===== src/rtl/ext_bus_ctrl.sv =====
// ext_bus_ctrl: external multiplexed bus cycle sequencer (ADDR -> LATCH -> DATA -> RECOVER).
// Optional macro EXT_BUS_RDY_EN adds a bus_rdy input that stretches the data phase.
module ext_bus_ctrl #(
    parameter int ADDR_SETUP  = 1,
    parameter int WAIT_STATES = 1,
    parameter int RECOVERY    = 1
) (
    input  logic        clk,
    input  logic        rst,
    input  logic        req_valid,
    output logic        req_ready,
    input  logic        req_we,
    input  logic [19:0] req_addr,
    input  logic [15:0] req_wdata,
    output logic        resp_valid,
    output logic [15:0] resp_rdata,
    output logic [19:0] io_out,
    output logic [19:0] io_oe,
    input  logic [15:0] io_in,
`ifdef EXT_BUS_RDY_EN
    input  logic        bus_rdy,
`endif
    output logic        ale,
    output logic        oe_n,
    output logic        we_n,
    output logic        pio
);
    typedef enum logic [2:0] {IDLE, ADDR, LATCH, DATA, RECOVER} state_t;

    localparam logic [3:0] SETUP_LD = 4'(ADDR_SETUP - 1);
    localparam logic [3:0] WAIT_LD  = 4'(WAIT_STATES);
    localparam logic [3:0] REC_LD   = 4'(RECOVERY - 1);

    state_t      state;
    logic [3:0]  cnt;
    logic        we_q;
    logic [3:0]  addr_hi;
    logic [15:0] wdata_q;
    logic        data_done;

    if (ADDR_SETUP < 1 || ADDR_SETUP > 7) begin : g_bad_setup
        $error("ext_bus_ctrl: ADDR_SETUP must be 1..7");
    end

`ifdef EXT_BUS_RDY_EN
    assign data_done = (cnt == 4'd0) && bus_rdy;
`else
    assign data_done = cnt == 4'd0;
`endif

    // Bus cycle FSM; every bus strobe is set on the edge entering its state so all outputs are glitch-free flops
    always_ff @(posedge clk) begin
        if (rst) begin
            state      <= IDLE;
            cnt        <= 4'd0;
            we_q       <= 1'b0;
            addr_hi    <= 4'd0;
            wdata_q    <= 16'd0;
            req_ready  <= 1'b1;
            resp_valid <= 1'b0;
            resp_rdata <= 16'd0;
            io_out     <= 20'd0;
            io_oe      <= 20'd0;
            ale        <= 1'b0;
            oe_n       <= 1'b1;
            we_n       <= 1'b1;
            pio        <= 1'b0;
        end else begin
            resp_valid <= 1'b0;
            case (state)
                IDLE: if (req_valid) begin
                    state     <= ADDR;
                    cnt       <= SETUP_LD;
                    we_q      <= req_we;
                    addr_hi   <= req_addr[19:16];
                    wdata_q   <= req_wdata;
                    io_out    <= req_addr;
                    io_oe     <= 20'hFFFFF;
                    ale       <= 1'b1;
                    req_ready <= 1'b0;
                end
                ADDR: if (cnt == 4'd0) begin
                    state <= LATCH;
                    ale   <= 1'b0;
                end else begin
                    cnt <= cnt - 4'd1;
                end
                LATCH: begin
                    state  <= DATA;
                    cnt    <= WAIT_LD;
                    pio    <= 1'b1;
                    oe_n   <= 1'b0;
                    we_n   <= ~we_q;
                    io_out <= {addr_hi, wdata_q};
                    io_oe  <= {4'hF, {16{we_q}}};
                end
                DATA: if (data_done) begin
                    if (!we_q) resp_rdata <= io_in;
                    resp_valid <= 1'b1;
                    pio        <= 1'b0;
                    oe_n       <= 1'b1;
                    we_n       <= 1'b1;
                    io_oe      <= 20'd0;
                    if (RECOVERY == 0) begin
                        state     <= IDLE;
                        req_ready <= 1'b1;
                    end else begin
                        state <= RECOVER;
                        cnt   <= REC_LD;
                    end
                end else if (cnt != 4'd0) begin
                    cnt <= cnt - 4'd1;
                end
                RECOVER: if (cnt == 4'd0) begin
                    state     <= IDLE;
                    req_ready <= 1'b1;
                end else begin
                    cnt <= cnt - 4'd1;
                end
                default: state <= IDLE;
            endcase
        end
    end
endmodule

===== config.mk =====
export PLATFORM = sky130hd
export DESIGN_NAME = ext_bus_ctrl
export DESIGN_NICKNAME = d
export VERILOG_FILES = /design/src/rtl/ext_bus_ctrl.sv
export SDC_FILE = /design/constraint.sdc
export NUM_CORES = 1
export LEC_CHECK = 0
export CAP_MARGIN = 30
export CORE_MARGIN = 4
export CORE_UTILIZATION = 39
export DETAILED_ROUTE_END_ITERATION = 10
export HOLD_SLACK_MARGIN = 0.03
export MAX_ROUTING_LAYER = met4
export PLACE_DENSITY = 0.73
export RECOVER_POWER = 50
export SLEW_MARGIN = 30
export SYNTH_ARGS = -nofsm -noshare
export SYNTH_HDL_FRONTEND = slang
export SYNTH_SLANG_ARGS = --single-unit

===== constraint.sdc =====
create_clock -name clk -period 2.7 [get_ports clk]
set_clock_uncertainty 0.15 [all_clocks]
set_input_delay 0.54 -clock clk [delete_from_list [all_inputs] [get_ports clk]]
set_output_delay 0.54 -clock clk [all_outputs]
set_load 0.03 [all_outputs]

## Word-level counts from Yosys, hierarchy flattened

Cells that the tools add are included.

- Bits in registers: 90
- Input port bits: 56
- Output and inout port bits: 62
- Logic and storage cells: 72

- $add $sub $neg: 1
- Equality and inequality tests: 10
- Muxes and demuxes: 25
- Bitwise gates (word level): 2
- Reductions and logical operators: 20

Operators with widths:

| kind | number |
|---|---|
| 20-bit two-way mux | 3 |
| 20-bit case mux with 3 select lines | 1 |
| 20-bit case mux with 2 select lines | 1 |
| 4-bit two-way mux | 4 |
| 4-bit case mux with 4 select lines | 1 |
| 3-bit case mux with 5 select lines | 1 |
| 3-bit two-way mux | 4 |
| 3-bit AND reduction | 4 |
| 2-bit inequality test (second input constant) | 5 |
| 1-bit case mux with 2 select lines | 5 |
| 4-bit AND reduction | 2 |
| 2-bit nonzero test | 4 |
| 4-bit nonzero test | 2 |
| 3-bit by 2-bit == test with 1-bit output (second input constant) | 2 |
| 2-bit AND reduction | 3 |
| 1-bit two-way mux | 5 |
| 4-bit zero test | 1 |
| 2-bit OR reduction | 2 |
| 4-bit by 1-bit subtractor with 4-bit output (second input constant) | 1 |
| 3-bit by 1-bit == test with 1-bit output (second input constant) | 1 |
| 3-bit == test (second input constant) | 1 |
| 3-bit zero test | 1 |
| 3-bit inequality test (second input constant) | 1 |
| 3-bit nonzero test | 1 |
| 1-bit inverter | 2 |

## Logic depth before layout (Yosys ltp)

Gate-level depths: netlist of run 1.

- Word-level depth: 4
- Depth in mapped cells: 8
- Mapped depth without buffers: 6

## Worst setup path before layout of run 1

Ideal clock, no wire load.

- Path kind: register to register
- Start point: register cnt[0]
- End point: register resp_rdata[10]
- Setup time: 128 ps
- Arrival time: 1621 ps
- Required time: 2422 ps
- Slack: 801 ps
- Cell stages (with the launch flop): 9
- Path buffers: 2
- Cell sequence: dfxtp_1 > inv_1 > ha_1 > nand4bb_1 > buf_2 > nor3_4 > buf_8 > mux2i_1 > nor2_1

- Longest elaborated chain between the ends: 2

Ends and longest elaborated chain:

| what | line | source |
|---|---|---|
| start, declared | 35 | `logic [3:0] cnt;` |
| start signal, assigned | 86 | `cnt <= cnt - 4'd1;` |
| start signal, assigned | 112 | `cnt <= cnt - 4'd1;` |
| start signal, assigned | 118 | `cnt <= cnt - 4'd1;` |
| 4-bit zero test | 48 | `assign data_done = cnt == 4'd0;` |
| 3-bit AND reduction (no source line) | n/a |  |
| end signal, assigned | 98 | `if (!we_q) resp_rdata <= io_in;` |
| end, declared | 16 | `output logic [15:0] resp_rdata,` |

Every way passes these cells.
A chain may end at the register's enable or synchronous reset.

## Worst setup path after layout of run 1

- Start point: input req_valid
- End point: register cnt[2]

- Longest elaborated chain between the ends: 2

Ends and longest elaborated chain:

| what | line | source |
|---|---|---|
| start, declared | 10 | `input logic req_valid,` |
| 2-bit inequality test (no source line) | n/a |  |
| 4-bit AND reduction (no source line) | n/a |  |

Every way passes these cells.

==> metrics, run 1 <==
worst-margin pin slew=approximately 860 ps; Synth area leader=dfxtp_1; gr usage total=17.69%; Synth Area in XOR/XNOR=0.2889%; power consumption=0.004273 W; Worst Hold Class=reg -> reg; n_diodes=0; largest net degree at the start of global routing=26; setup TNS=0 ps; min-delay src=wdata_q[9]; # placed instances=527; Clk pwr share=20.2%; DR pass1 iterations=4; fin cells=about 540; internal power=between 0.002 and 0.003 W; maximum capacitance violations=0; Avg Cell Area, Syn=8.864 um^2; Synth Area in Simple Gates=18.12%; Final ANT Viol Nets=0; Yosys top cell area share=47.54%; vias in the first global route=about 2.7k; area post-placement=approximately 4200 um^2; Max clock buf depth=2; Setup Viol. Count Final=0; Critical Path Start=req_valid; CTS tree=done; final worst-path cycle share=91.30%; Pins Over Slew Limit=0; Switching Fraction=40.65%; Most used DFF post-synth=dfxtp_1; DR vias=2736; P&R area growth vs syn=42.67%; die height=96.17 um; mapped cell area=3032 um^2; layout filler cell count=660; Finished Cell Area=~4300 um^2; CP Cell Sequence=dlygate4sd3_1 > nor4b_2 > clkbuf_1 > a2111oi_2 > nand2_1 > mux2i_1; clock-pin slew on the worst setup and hold paths=70 ps; largest family of logic cells by synthesized area=compound AO/OA/AOI/OAI gates; Synth Instances=between 300 and 400; IO Pins=118; Yosys warning count=0; Critical Path RT=2820 ps; critical path arrival=~2600 ps; Logic pwr share=46.5%; die area=9248 um^2; multiplexer share of the synthesized area=approximately 6.3%; Final min period=2465 ps; Yosys cell types=between 40 and 50; PostCTS Resize Cnt=0; Synth Register Bits=72; die width=96.17 um; crit start category=primary input; hold buffers post-CTS=0; post-synth net total=400; Final Net Count=a little under 500; Row Count=31; CP Capture Type=register; layout cells sized above 1=approximately 8%; RSZ-0062 raised after global routing=no; P_leak=1.580 nW; residual DRC count=0; Synth area leaders=dfxtp_1 (48%), nand2_1 (8.7%), a21oi_1 (7.3%); Synth Area in Compound Gates=between 10% and 20%; first-pass GRT wire length=12420 um; number of DRC markers in iteration 0=108; Final Hold Fails=0; Post-CTS Setup Repair Bufs=0; PwrDens=approximately 990 nW/um^2; maximum vdd drop=0.0004113 V; GP Congestion=0.8275; CP max-delay cell=dlygate4sd3_1; total grt overflow=0; Async SR Flop Fraction=0%; Worst Path Max Fanout=14; IO buf count=117; CTS H-tree depth=3; Worst path max stage delay=670 ps; Detailed Place HPWL=between 5000 and 6000 um; sequential power share=33.3%; Inserted Clock Buffers=9; Switching Power=0.001737 W; Via density=5.039; EDFF count, synth=0; Core Region=7408 um^2; clock sink total=72; Max Fclk=405.7 MHz; adder-cell area share of the yosys netlist=0.8254%; Seq/Total Area, Yosys=between 40% and 50%; Rel. slew slack=42.55%; Setup CP Type=in -> reg; initial antenna violation count=0; reg2reg start=cnt[0]; Clock Tree Root=clkbuf_8; WL/cell=14.15 um; initial core utilization=40.92%; status=finished clean; WL final=7681 um; clk_lat worst skew=roughly 340 ps
per-layer routing:
| layer | wire length [um] | global-route usage (%) |
|---|---|---|
| met1 | 3344 | 21.62 |
| met2 | 3495 | 27.31 |
| met3 | 722 | 5.629 |
| met4 | 119 | 6.398 |
| met5 | 0 | - |
cell usage after synthesis (all sizes together) (3+ instances only):
library cell / instances
nor2: 25
a31oi: 5
a21oi: 44
dfxtp: 72
o21ai: 8
buf: 29
a22oi: 16
nand2: 70
nor3: 3
nand2b: 3
nand4bb: 3
inv: 4
mux2i: 18
nand3: 3
clkbuf: 13
worst max-delay path: cells and delay by family:
family	cells	cell delay [ps]
buffers and inverters	2	1010
AO/OA/AOI/OAI	1	560
AND/OR/NAND/NOR	2	330
multiplexers	1	140
logic make-up (layout without fill, tap and decap cells):
logic type	after synthesis	count (layout)
fa+ha+maj	2	2
mux	19	19
buf+inv	46	148
compound gates	86	86
simple gates	116	116
xor+xnor	1	1
flops	72	72
worst paths after layout:
path,endpoint,slack [ps],cells after the start
setup / recovery,cnt[2],230,6
hold / removal,wdata_q[9],300,2
setup reg to reg,cnt[2],330,6
hold reg to reg,wdata_q[9],300,2
placed cells by master, fill, tap and decap left out, types with 2 or more instances in the layout:
cell | netlist | layout
nand3_1 | 3 | 3
ha_1 | 2 | 2
o21ai_0 | 6 | 6
nand2b_1 | 2 | 2
a2111oi_2 | 1 | 2
nand3b_1 | 2 | 2
o21bai_1 | 2 | 2
dfxtp_1 | 72 | 72
a22oi_1 | 16 | 16
a31oi_1 | 5 | 5
clkbuf_1 | 13 | 2
dlygate4sd3_1 | 0 | 22
inv_1 | 4 | 4
clkbuf_8 | 0 | 10
clkinv_4 | 0 | 2
mux2i_1 | 18 | 18
nand2_1 | 70 | 70
nor2_1 | 25 | 25
a21oi_1 | 44 | 44
buf_4 | 19 | 9
o21ai_1 | 2 | 2
clkdlybuf4s50_1 | 0 | 94
nand4bb_1 | 3 | 3
nor3_1 | 2 | 2
flip-flops by register name, indices dropped and copies added, names as in the netlist:
name	cells
addr_hi	4
pio	1
state	3
req_ready	1
resp_rdata	16
resp_valid	1
cnt	4
we_n	1
io_oe	2
we_q	1
ale	1
oe_n	1
io_out	20
wdata_q	16
stage by stage:
step                      utilization, %  hold slack, ps  setup WS, ps
after CTS                          58.82           306.0         269.1
final                              58.39           304.2         234.9
after global placement             56.05           291.3         375.9
after global routing               58.39           326.3         127.7
after floorplan                        -           286.0         801.1
after detailed placement           56.05           296.0         290.5
power groups by stage:
stage	registers [W]	clock network, W	logic, W
floorplan	0.00164	0	0.00127
global placement	0.00144	0	0.00202
detailed placement	0.00145	0	0.00205
CTS	0.00143	0.000892	0.00206
global route	0.00145	0.000938	0.00216
finish	0.00142	0.000863	0.00199
layout make-up:
cell class / count / area, um^2 / area share, %
clock buffer: 11 / 141.4 / 3.269
clock inverter: 5 / 63.81 / 1.475
inverter: 4 / 15.01 / 0.3471
multi-input combinational: 224 / 1297 / 30.00
sequential: 72 / 1441 / 33.32
tap: 99 / 123.9 / 2.864
timing repair buffer: 128 / 1242 / 28.72
Power figures use the tool's default switching activity.
==> inputs of run 2 (changes only) <==
- CORE_ASPECT_RATIO: default -> 0.7
- CTS_CLUSTER_SIZE: default -> 25
- REMOVE_ABC_BUFFERS: default -> 1
==> run 2 against run 1 <==
Utilization rose by 0.23 points. Largest power group unchanged. Global-route usage grew 0.75 points. Clock power rose by 8.5%. Hold slack worse by 2.3 ps. Critical path type is now reg -> out.
==> metrics, run 2 (synthesis results as in run 1) <==
Worst Path Buf+Inv=1; Post-CTS Setup Repair Bufs=0; Rel. slew slack=44.23%; IO Pins=approximately 120; Biggest register=io_out; commonest cells after routing, fill and taps aside=clkdlybuf4s50_1 (75), dfxtp_1 (72), nand2_1 (70), a21oi_1 (44), dlygate4sd3_1 (41); final worst-path cycle share=89.72%; initial core utilization=between 40% and 50%; Final ANT Viol Nets=0; worst-margin pin slew=834.4 ps; maximum vdd drop=0.0003680 V; Pins Over Slew Limit=0; min setup slack post-route=277.5 ps; Largest register FFs=20; status=finished clean; P_leak=1.646 nW; commonest non-fill, non-tap cell in the layout=clkdlybuf4s50_1; Final Net Count=497; PwrDens=roughly 1000 nW/um^2; critical path arrival=roughly 1700 ps; # placed instances=526; GP Congestion=0.8366; number of DRC markers in iteration 0=128; Critical Path RT=2010 ps; RSZ-0062 raised after global routing=no; hold buffers post-CTS=0; Max Fclk=about 410 MHz; clock-pin slew on the worst setup and hold paths=70 ps; die width=113.4 um; CP top delay family=buffers and inverters; n_diodes=0; crit start category=register; register area=approximately 1400 um^2; largest net degree at the start of global routing=30; clk_lat worst skew=340 ps; Detailed Place HPWL=5837 um; Via density=5.011; total grt overflow=0; WL/cell=14.83 um; CP Cell Sequence=clkdlybuf4s50_1; P&R area growth vs syn=43.42%; Final min period=2423 ps; WL final=8036 um; CTS tree=done; IO buf count=between 100 and 150; Max clock buf depth=2; fin cells=542; PostCTS Resize Cnt=0; layout cells sized above 1=between 8 and 9%; Worst path max stage delay=780 ps; initial antenna violation count=0; CP Capture Type=output port; gr usage total=a little under a fifth; clock sink total=72; Worst Path Max Fanout=17; layout filler cell count=691; die height=81.77 um; multi-input logic area=1304 um^2; vias in the first global route=approximately 2.7k; biggest registers after layout=io_out x20, resp_rdata x16, wdata_q x16; CP max-delay cell=clkdlybuf4s50_1; Row Count=26; DR vias=approximately 2.7k; Setup Viol. Count Final=0; CTS H-tree depth=3; Place WS=249.3 ps; Inserted Clock Buffers=9; first-pass GRT wire length=13290 um; power consumption=0.004354 W; DR pass1 iterations=4; Core Region=7417 um^2; worst hold margin=301.9 ps; residual DRC count=0; die area=around 9000 um^2; setup TNS=0 ps; Worst Hold Class=reg -> reg; maximum capacitance violations=0; Final Hold Fails=0; Setup CP Type=reg -> out; Clock Tree Root=clkbuf_8
-- run 2: layer usage --
layer / part of all wire [%] / global-route usage [%] / routed length, um / vias up
met2: 46 / 29.37 / 3674 / 90
li1: - / - / - / 1360
met5: 0 / - / 0 / -
met4: 0.16 / 3.721 / 13 / 0
met1: 47 / 23.04 / 3785 / 1264
met3: 7.0 / 6.333 / 563 / 2
-- run 2: cell type report --
cell class / count / area share, %
Clock buffer: 11 / 3.252
Clock inverter: 5 / 1.842
Inverter: 4 / 0.3453
Multi-Input combinational cell: 224 / 29.99
Sequential cell: 72 / 33.15
Tap cell: 98 / 2.820
Timing Repair Buffer: 128 / 28.60
-- run 2: final timing paths --
path         startpoint        end  slack [ps]  depth (start not counted)
min           io_out[3]  io_out[3]         300                          2
max reg2reg      cnt[0]     cnt[2]         410                          6
max           io_oe[15]  io_oe[15]         280                          1
min reg2reg   io_out[3]  io_out[3]         300                          2
-- run 2: metrics by stage --
step                      cell area [um^2]  utilization, %
after detailed placement              4158           56.06
after floorplan                       2780               -
final                                 4348           58.62
after global routing                  4348           58.62
after global placement                4158           56.06
after CTS                             4379           59.04
-- run 2: power by group --
part	total [W]	internal, W	switching [W]
Sequential	0.00142	0.00126	0.000156
Clock	0.000936	0.000544	0.000392
Combinational	0.00200	0.000806	0.00119
==> inputs of run 3 (changes only) <==
- CTS_CLUSTER_DIAMETER: default -> 200
- SLEW_MARGIN: 30 -> 20
==> results of run 3 <==
Final layout, timing and power as in run 2 (identical DEF).
